--- config.mk ---
export PLATFORM = sky130hd
export DESIGN_NAME = sram_port_arbiter
export DESIGN_NICKNAME = d
export VERILOG_FILES = /design/src/rtl/sram_arb_pkg.sv /design/src/rtl/sram_arb_pick.sv /design/src/rtl/sram_port_arbiter.sv
export SDC_FILE = /design/constraint.sdc
export NUM_CORES = 1
export LEC_CHECK = 0
export CORE_AREA = 2 2 236 238
export CTS_BUF_LIST = sky130_fd_sc_hd__clkbuf_4 sky130_fd_sc_hd__clkbuf_8
export DETAILED_ROUTE_END_ITERATION = 10
export DIE_AREA = 0 0 238 240
export GPL_ROUTABILITY_DRIVEN = 0
export HOLD_SLACK_MARGIN = 0.03
export PLACE_DENSITY = 0.37
export SETUP_SLACK_MARGIN = 0.2
export SLEW_MARGIN = 15
export SYNTH_ARGS = -nofsm -noshare
export SYNTH_HDL_FRONTEND = slang
export SYNTH_HIERARCHICAL = 1
export SYNTH_SLANG_ARGS = --single-unit
--- constraint.sdc ---
create_clock -name clk -period 2.9 [get_ports clk]
set_input_delay 0.435 -clock clk [delete_from_list [all_inputs] [get_ports clk]]
set_output_delay 0.435 -clock clk [all_outputs]
set_load 0.02 [all_outputs]
--- src/rtl/sram_arb_pkg.sv ---
// Shared definitions for the unified SRAM arbiter.
// Owner encoding for read responses and the starvation counter width.
package sram_arb_pkg;

    typedef enum logic [1:0] {
        OWN_NONE = 2'd0,
        OWN_INST = 2'd1,
        OWN_DATA = 2'd2
    } owner_e;

    localparam int STARVE_W = 4;

endpackage

--- src/rtl/sram_arb_pick.sv ---
// Two-way priority picker: data wins unless force_inst is set.
// In: inst_req, data_req, force_inst. Out: inst_gnt, data_gnt.
module sram_arb_pick (
    input  logic inst_req,
    input  logic data_req,
    input  logic force_inst,
    output logic inst_gnt,
    output logic data_gnt
);

    always_comb begin
        inst_gnt = 1'b0;
        data_gnt = 1'b0;
        priority case (1'b1)
            (inst_req & (force_inst | ~data_req)): inst_gnt = 1'b1;
            data_req:                              data_gnt = 1'b1;
            default: ;
        endcase
    end

endmodule

--- src/rtl/sram_port_arbiter.sv ---
// Shares one 1-cycle-latency SRAM between fetch and data masters.
// Ports: inst_*/data_* master sides, sram_* memory side, stallreq.
module sram_port_arbiter
    import sram_arb_pkg::*;
#(
    parameter int STARVE_MAX = 4
) (
    input  logic        clk,
    input  logic        rst_n,
    input  logic        inst_req,
    input  logic [7:0]  inst_we,
    input  logic [63:0] inst_addr,
    input  logic [63:0] inst_wdata,
    output logic        inst_gnt,
    output logic        inst_rvalid,
    output logic [63:0] inst_rdata,
    input  logic        data_req,
    input  logic [7:0]  data_we,
    input  logic [63:0] data_addr,
    input  logic [63:0] data_wdata,
    output logic        data_gnt,
    output logic        data_rvalid,
    output logic [63:0] data_rdata,
    output logic        sram_en,
    output logic [7:0]  sram_we,
    output logic [63:0] sram_addr,
    output logic [63:0] sram_wdata,
    input  logic [63:0] sram_rdata,
    output logic        stallreq
);

    localparam logic [STARVE_W-1:0] SMAX = STARVE_W'(STARVE_MAX);

    logic [STARVE_W-1:0] starve_cnt;
    owner_e              resp_owner;
    logic                resp_pending;
    logic                pick_inst;
    logic                pick_data;
    logic                force_inst;
    logic                rd_grant;
    owner_e              nxt_owner;

    assign force_inst = (starve_cnt == SMAX);

    sram_arb_pick u_pick (
        .inst_req   (inst_req),
        .data_req   (data_req),
        .force_inst (force_inst),
        .inst_gnt   (pick_inst),
        .data_gnt   (pick_data)
    );

    // Everything combinational is held at 0 while reset is asserted.
    assign inst_gnt = rst_n & pick_inst;
    assign data_gnt = rst_n & pick_data;
    assign sram_en  = inst_gnt | data_gnt;
    assign stallreq = rst_n &
                      ((inst_req & ~inst_gnt) |
                       (data_req & ~data_gnt));

    always_comb begin
        sram_we    = '0;
        sram_addr  = '0;
        sram_wdata = '0;
        rd_grant   = 1'b0;
        nxt_owner  = OWN_NONE;
        if (inst_gnt) begin
            sram_we    = inst_we;
            sram_addr  = inst_addr;
            sram_wdata = inst_wdata;
            rd_grant   = (inst_we == 8'd0);
            nxt_owner  = rd_grant ? OWN_INST : OWN_NONE;
        end else if (data_gnt) begin
            sram_we    = data_we;
            sram_addr  = data_addr;
            sram_wdata = data_wdata;
            rd_grant   = (data_we == 8'd0);
            nxt_owner  = rd_grant ? OWN_DATA : OWN_NONE;
        end
    end

    always_ff @(posedge clk or negedge rst_n) begin
        if (!rst_n) begin
            resp_owner   <= OWN_NONE;
            resp_pending <= 1'b0;
        end else begin
            resp_owner   <= nxt_owner;
            resp_pending <= rd_grant;
        end
    end

    // Counts data wins over a waiting fetch; saturates to force fetch.
    always_ff @(posedge clk or negedge rst_n) begin
        if (!rst_n) begin
            starve_cnt <= '0;
        end else if (!inst_req || inst_gnt) begin
            starve_cnt <= '0;
        end else if (data_gnt && starve_cnt != SMAX) begin
            starve_cnt <= starve_cnt + 1'b1;
        end
    end

    assign inst_rvalid = rst_n & resp_pending &
                         (resp_owner == OWN_INST);
    assign data_rvalid = rst_n & resp_pending &
                         (resp_owner == OWN_DATA);
    assign inst_rdata  = inst_rvalid ? sram_rdata : '0;
    assign data_rdata  = data_rvalid ? sram_rdata : '0;

endmodule
==> results of run 1 <==
==> final timing paths <==
kind,from,end,slack [ns],cells after the start
max,starve_cnt[0]$_DFFE_PN0P_,sram_addr[10],0.11,11
min in group asynchronous,rst_n,starve_cnt[1]$_DFFE_PN0P_,0.57,2
max reg2reg,starve_cnt[0]$_DFFE_PN0P_,resp_pending$_DFF_PN0_,0.64,11
min reg2reg,starve_cnt[3]$_DFFE_PN0P_,starve_cnt[3]$_DFFE_PN0P_,0.56,2
max in group asynchronous,rst_n,starve_cnt[0]$_DFFE_PN0P_,2.21,2
min,starve_cnt[3]$_DFFE_PN0P_,starve_cnt[3]$_DFFE_PN0P_,0.56,2
==> cells in the final DEF, fill, tap and decap left out, drive strengths merged, types with 2 or more instances in the layout <==
| cell type | count |
|---|---|
| clkbuf | 38 |
| clkdlybuf4s50 | 340 |
| buf | 200 |
| a22o | 136 |
| nor2 | 2 |
| a21boi | 5 |
| nor4 | 4 |
| ha | 2 |
| nor3b | 2 |
| dfrtp | 7 |
| and3b | 2 |
| nand2 | 3 |
| dlymetal6s2s | 2 |
| o21ai | 2 |
| dlygate4sd2 | 94 |
| and2 | 130 |
| or2 | 2 |
| clkdlybuf4s15 | 6 |
| inv | 6 |
==> stage by stage <==
stage | hold WS [ns] | total power, mW | cell area [sq um] | worst slack (ns) | setup TNS (ns)
after CTS | 0.553 | 1.50 | 10100 | 0.0597 | 0
after global routing | 0.608 | 1.61 | 10400 | 0.0255 | 0
after detailed placement | 0.551 | 1.32 | 9970 | -0.198 | -12.08
final | 0.559 | 1.53 | 10400 | 0.109 | 0
after floorplan | 0.139 | 0.430 | 2790 | 0.548 | 0
after global placement | 0.532 | 1.31 | 9970 | -0.171 | -10.10
==> flip-flops by register name (all words and copies together) (netlist names) <==
name / count
resp_owner: 2
resp_pending: 1
starve_cnt: 4
==> critical path: stages (launching register included) <==
cell and delay (ns):
dfrtp_1 0.37, inv_1 0.07, ha_2 0.17, and3b_2 0.21
inv_2 0.05, a21boi_4 0.16, and3b_4 0.23, buf_12 0.15
buf_12 0.15, buf_8 0.13, a22o_1 0.18, clkdlybuf4s15_2 0.25
==> cell type report <==
cell class	instances	area, sq um
multi-input combinational	300	2600
clock buffer	4	48.8
antenna	1	2.50
timing repair buffer	676	6690
tap	704	881
sequential	7	175
inverter	6	22.5
fill	6184	44200
==> power breakdown <==
group | total, mW | switching, mW | leakage, nW | internal, mW
clock | 0.143 | 0.0389 | 0.0262 | 0.104
combinational | 1.29 | 0.515 | 4.78 | 0.777
sequential | 0.100 | 0.000602 | 0.0972 | 0.0994
total | 1.53 | 0.554 | 4.90 | 0.980
==> layer usage <==
layer	vias to the layer above	share of wire [%]
met5	-	0.038
met4	2	1.4
met3	14	9.2
met2	393	52
met1	2565	38
li1	2622	-
==> repair_timing <==
item | CTS | global route
endpoints found under the setup margin | 266 | 183
buffers inserted | 7 | 10
gates cloned | 2 | 5
pin swaps | 18 | 14
resized for setup | 596 | 154
==> cell families after synthesis <==
group / synth area share [%]
buf+inv: 13.3
simple gates: 34.2
flops: 6.28
compound gates: 45.3
fa+ha+maj: 0.896
==> impl_metrics.tcl, run 1 <==
set metrics [dict create \
    status "finished clean" \
    rows 86 \
    remaining_drc_errors 0 \
    ys_ff_latch 7 \
    syn_area_per_cell_sq_um 7.78 \
    synth_top_area_cell "a22o_1" \
    worstPathRequired_ns 2.47 \
    initial_core_util_pct 5.11 \
    hold_buffers 0 \
    cts_made_buffers 3 \
    dr_total_vias 5596 \
    die_y_um 240 \
    drt_iter0_drc 112 \
    h-tree-depth 1 \
    antenna_found_initial 3 \
    ys_top_cells_by_area "a22o_1, and2_1, buf_6" \
    drtPass1Iterations 4 \
    grt.busiest_layer "met2" \
    core_area_sq_um 54700 \
    yosys-top-cells-count "a22o_1, and2_1, buf_2" \
    synth_nets 701 \
    clock_skew_ns 0.00157 \
    wire_per_inst_um 20.0 \
    power.leakage_nw 4.90 \
    fin_nets 1336 \
    clock_latency_ns 0.22 \
    grt-ovfl-total 0 \
    port_buffers 609 \
    stdcell_count 1698 \
    dieArea_sq_um 57100 \
    cts_buffer_depth 2 \
    grt_util_met2_pct 19.8 \
    timing.final.max_slew_violations 0 \
    io_pins 610 \
    start_kind "register" \
    period_share_pct 96.2 \
    fin_crit_ns 2.79 \
    synth_seq_area_share_pct 6.28 \
    synth_warnings 6 \
    rsz0062_at_grt "true" \
    crit_type "reg -> out" \
    arrival_ns 2.36 \
    grt_pass1_vias 5557 \
    dp.cells 1669 \
    drv_cap 0 \
    end_kind "output pin" \
    path_clk_slew_ns 0.04 \
    yosysMostFrequentCell "a22o_1" \
    dp_hpwl_um 28800 \
    grt_pass1_wl_um 42700 \
    dieWidth_um 238 \
    peakVddDrop_v 0.000110 \
    tightest_slew_ns 0.517 \
    grt_max_degree 66 \
    cp_max_fo 8 \
    wl_um 34000 \
    synth_edf_count 0 \
    hp-class "reg -> reg" \
    netlist_instances 359 \
    synthArstFlopShare_pct 100 \
    viasPerCell 3.30 \
    finalSetupViolCount 0 \
    maxSlewHeadroom_pct 65.2 \
    synth_cell_type_count 28 \
    fmax_mhz 358 \
    use_met3_pct 3.13 \
    synth_flop_cell "dfrtp_1" \
    ant_nets 0 \
    cts_root_buf "clkbuf_8" \
    drive_gt1_share_pct 28.7 \
    met1_usage_pct 11.6 \
    cts_tree "yes" \
    p_per_area_nw_per_um2 147 \
    finalHoldViolations 0 \
    final_util_pct 19.1 \
    syn_area_sq_um 2790 \
    grt_usage_pct 10.5 \
    synth.top_cell.area_share_pct 42.7 \
    area_growth_syn_to_layout_pct 273 \
    cts.sinks 7 \
]
(Power assumes the default switching activity.)
==> run 2: changes to the inputs <==
CELL_PAD_IN_SITES_DETAIL_PLACEMENT = 1   (was default)
CELL_PAD_IN_SITES_GLOBAL_PLACEMENT = 2   (was default)
CORE_AREA = 2 2 235 237   (was 2 2 236 238)
DIE_AREA = 0 0 237 239   (was 0 0 238 240)
PLACE_DENSITY = 0.72   (was 0.37)
==> impl_metrics.tcl, run 2 (synthesis results as in run 1) <==
set metrics [dict create \
    grt_pass1_vias 6222 \
    wire_per_inst_um 24.2 \
    fin_crit_ns 2.87 \
    cts_tree "yes" \
    p_per_area_nw_per_um2 151 \
    fin_hold_ws_ns 0.346 \
    maxSlewHeadroom_pct 55.7 \
    reg2reg_to "resp_pending$_DFF_PN0_" \
    critPathSlowestCell "dfrtp_1" \
    cts_made_buffers 3 \
    finalSetupViolCount 0 \
    fmax_mhz 348 \
    io_pins 610 \
    dpl-instance-area_sq_um 10100 \
    timing.final.max_slew_violations 0 \
    crit_chain "inv_2 -> ha_4 -> and3b_2 -> inv_2 -> a21boi_4 -> and3b_4 -> buf_12 -> buf_16 -> bufbuf_16 -> a22o_4 -> buf_12" \
    die_y_um 239 \
    initial_core_util_pct 5.14 \
    fin_nets 1350 \
    ff2ff_setup_slack_ns 0.51 \
    drt_iter0_drc 167 \
    cp_max_fo 6 \
    worstPathRequired_ns 2.47 \
    setup_slack_ns 0.0263 \
    end_kind "output pin" \
    clock_latency_ns 0.23 \
    largest_reg_flops 4 \
    tightest_slew_ns 0.659 \
    hp-class "in -> async" \
    grt_pass1_wl_um 52100 \
    peakVddDrop_v 0.000108 \
    port_buffers 609 \
    grt_usage_pct 13.2 \
    place_worst_setup_slack_ns -0.214 \
    ant_nets 0 \
    power.leakage_nw 5.01 \
    drtPass1Iterations 4 \
    cts.sinks 7 \
    mostFrequentLayoutCells "clkdlybuf4s50_1, and2_1, a22o_1" \
    nFillCells 6344 \
    area_growth_syn_to_layout_pct 309 \
    period_share_pct 99.1 \
    finalSetupTns_ns 0 \
    path_clk_slew_ns 0.04 \
    r2r_cells 12 \
    rsz0062_at_grt "true" \
    crit_type "reg -> out" \
    drv_cap 0 \
    layout_commonest_cell "clkdlybuf4s50_1" \
    cts_root_buf "clkbuf_8" \
    final_cell_area_sq_um 11400 \
    antenna_found_initial 4 \
    wl_um 41400 \
    top_regs "starve_cnt: 4 flops, resp_owner: 2 flops, resp_pending: 1 flops" \
    finalHoldViolations 0 \
    grt-ovfl-total 0 \
    cpPeakStageDelay_ns 0.38 \
    h-tree-depth 1 \
    remaining_drc_errors 0 \
    arrival_ns 2.44 \
    rows 86 \
    top_register "starve_cnt" \
    reg2reg_from "starve_cnt[1]$_DFFE_PN0P_" \
    dieWidth_um 237 \
    start_kind "register" \
    status "finished clean" \
    grt_max_degree 51 \
    dr_total_vias 5853 \
    cts_buffer_depth 2 \
    dp_hpwl_um 33700 \
    dieArea_sq_um 56600 \
    clock_skew_ns 0.00160 \
    viasPerCell 3.42 \
    total_power_mw 1.73 \
    core_area_sq_um 54300 \
    drive_gt1_share_pct 29.2 \
]
[run 2: worst max path at each step]
stage,startpoint,to,slack [ns],depth (start not counted)
4_1_cts,starve_cnt[0]$_DFFE_PN0P_,sram_we[3],-0.008,12
6_report,starve_cnt[1]$_DFFE_PN0P_,sram_wdata[52],0.03,11
5_1_grt,starve_cnt[1]$_DFFE_PN0P_,sram_wdata[52],-0.04,11
3_3_place_gp,data_req,sram_wdata[27],-0.11,6
2_1_floorplan,starve_cnt[0]$_DFFE_PN0P_,sram_addr[23],0.55,9
3_5_place_dp,data_req,sram_wdata[31],-0.21,6
[run 2: per-layer routing]
metal  vias up  GRT usage [%]  part of all wire (%)
li1       2646              -                     -
met2       415           25.6                    52
met3        22           2.33                   7.2
met4         2           1.05                   1.0
met5         -              0                 0.031
met1      2768           15.5                    39
[run 2: worst max-delay path, delay by kind of cell, from the launching register on]
family	cells	cell delay, ns
compound gates	2	0.38
flops	1	0.38
buf+inv	6	0.82
fa+ha+maj	1	0.13
simple gates	2	0.47
[run 2: layout make-up]
class / instances / area (sq um) / area share (%)
Timing Repair Buffer: 690 / 7550 / 66.1
Clock buffer: 4 / 48.8 / 0.427
Multi-Input combinational cell: 300 / 2740 / 24.0
Sequential cell: 7 / 175 / 1.53
Inverter: 6 / 22.5 / 0.197
Antenna cell: 1 / 2.50 / 0.0219
Tap cell: 704 / 881 / 7.71
[run 2: through the flow]
step,instances,util (%)
finish,1712,21.0
global route,1711,21.0
CTS,1699,20.8
detailed placement,1665,18.7
global placement,1665,18.7
floorplan,359,-
[run 2: report_power, final]
group	total, mW	internal (mW)	switching, mW
Combinational	1.48	0.887	0.592
Clock	0.146	0.104	0.0419
Sequential	0.100	0.0994	0.000822
[run 2: repair_timing]
item,in CTS,in global routing
resized for setup,493,50
pin swaps,34,38
hold buffers,0,0
gates cloned,15,4
endpoints found under the setup margin,259,140
setup buffers,15,9
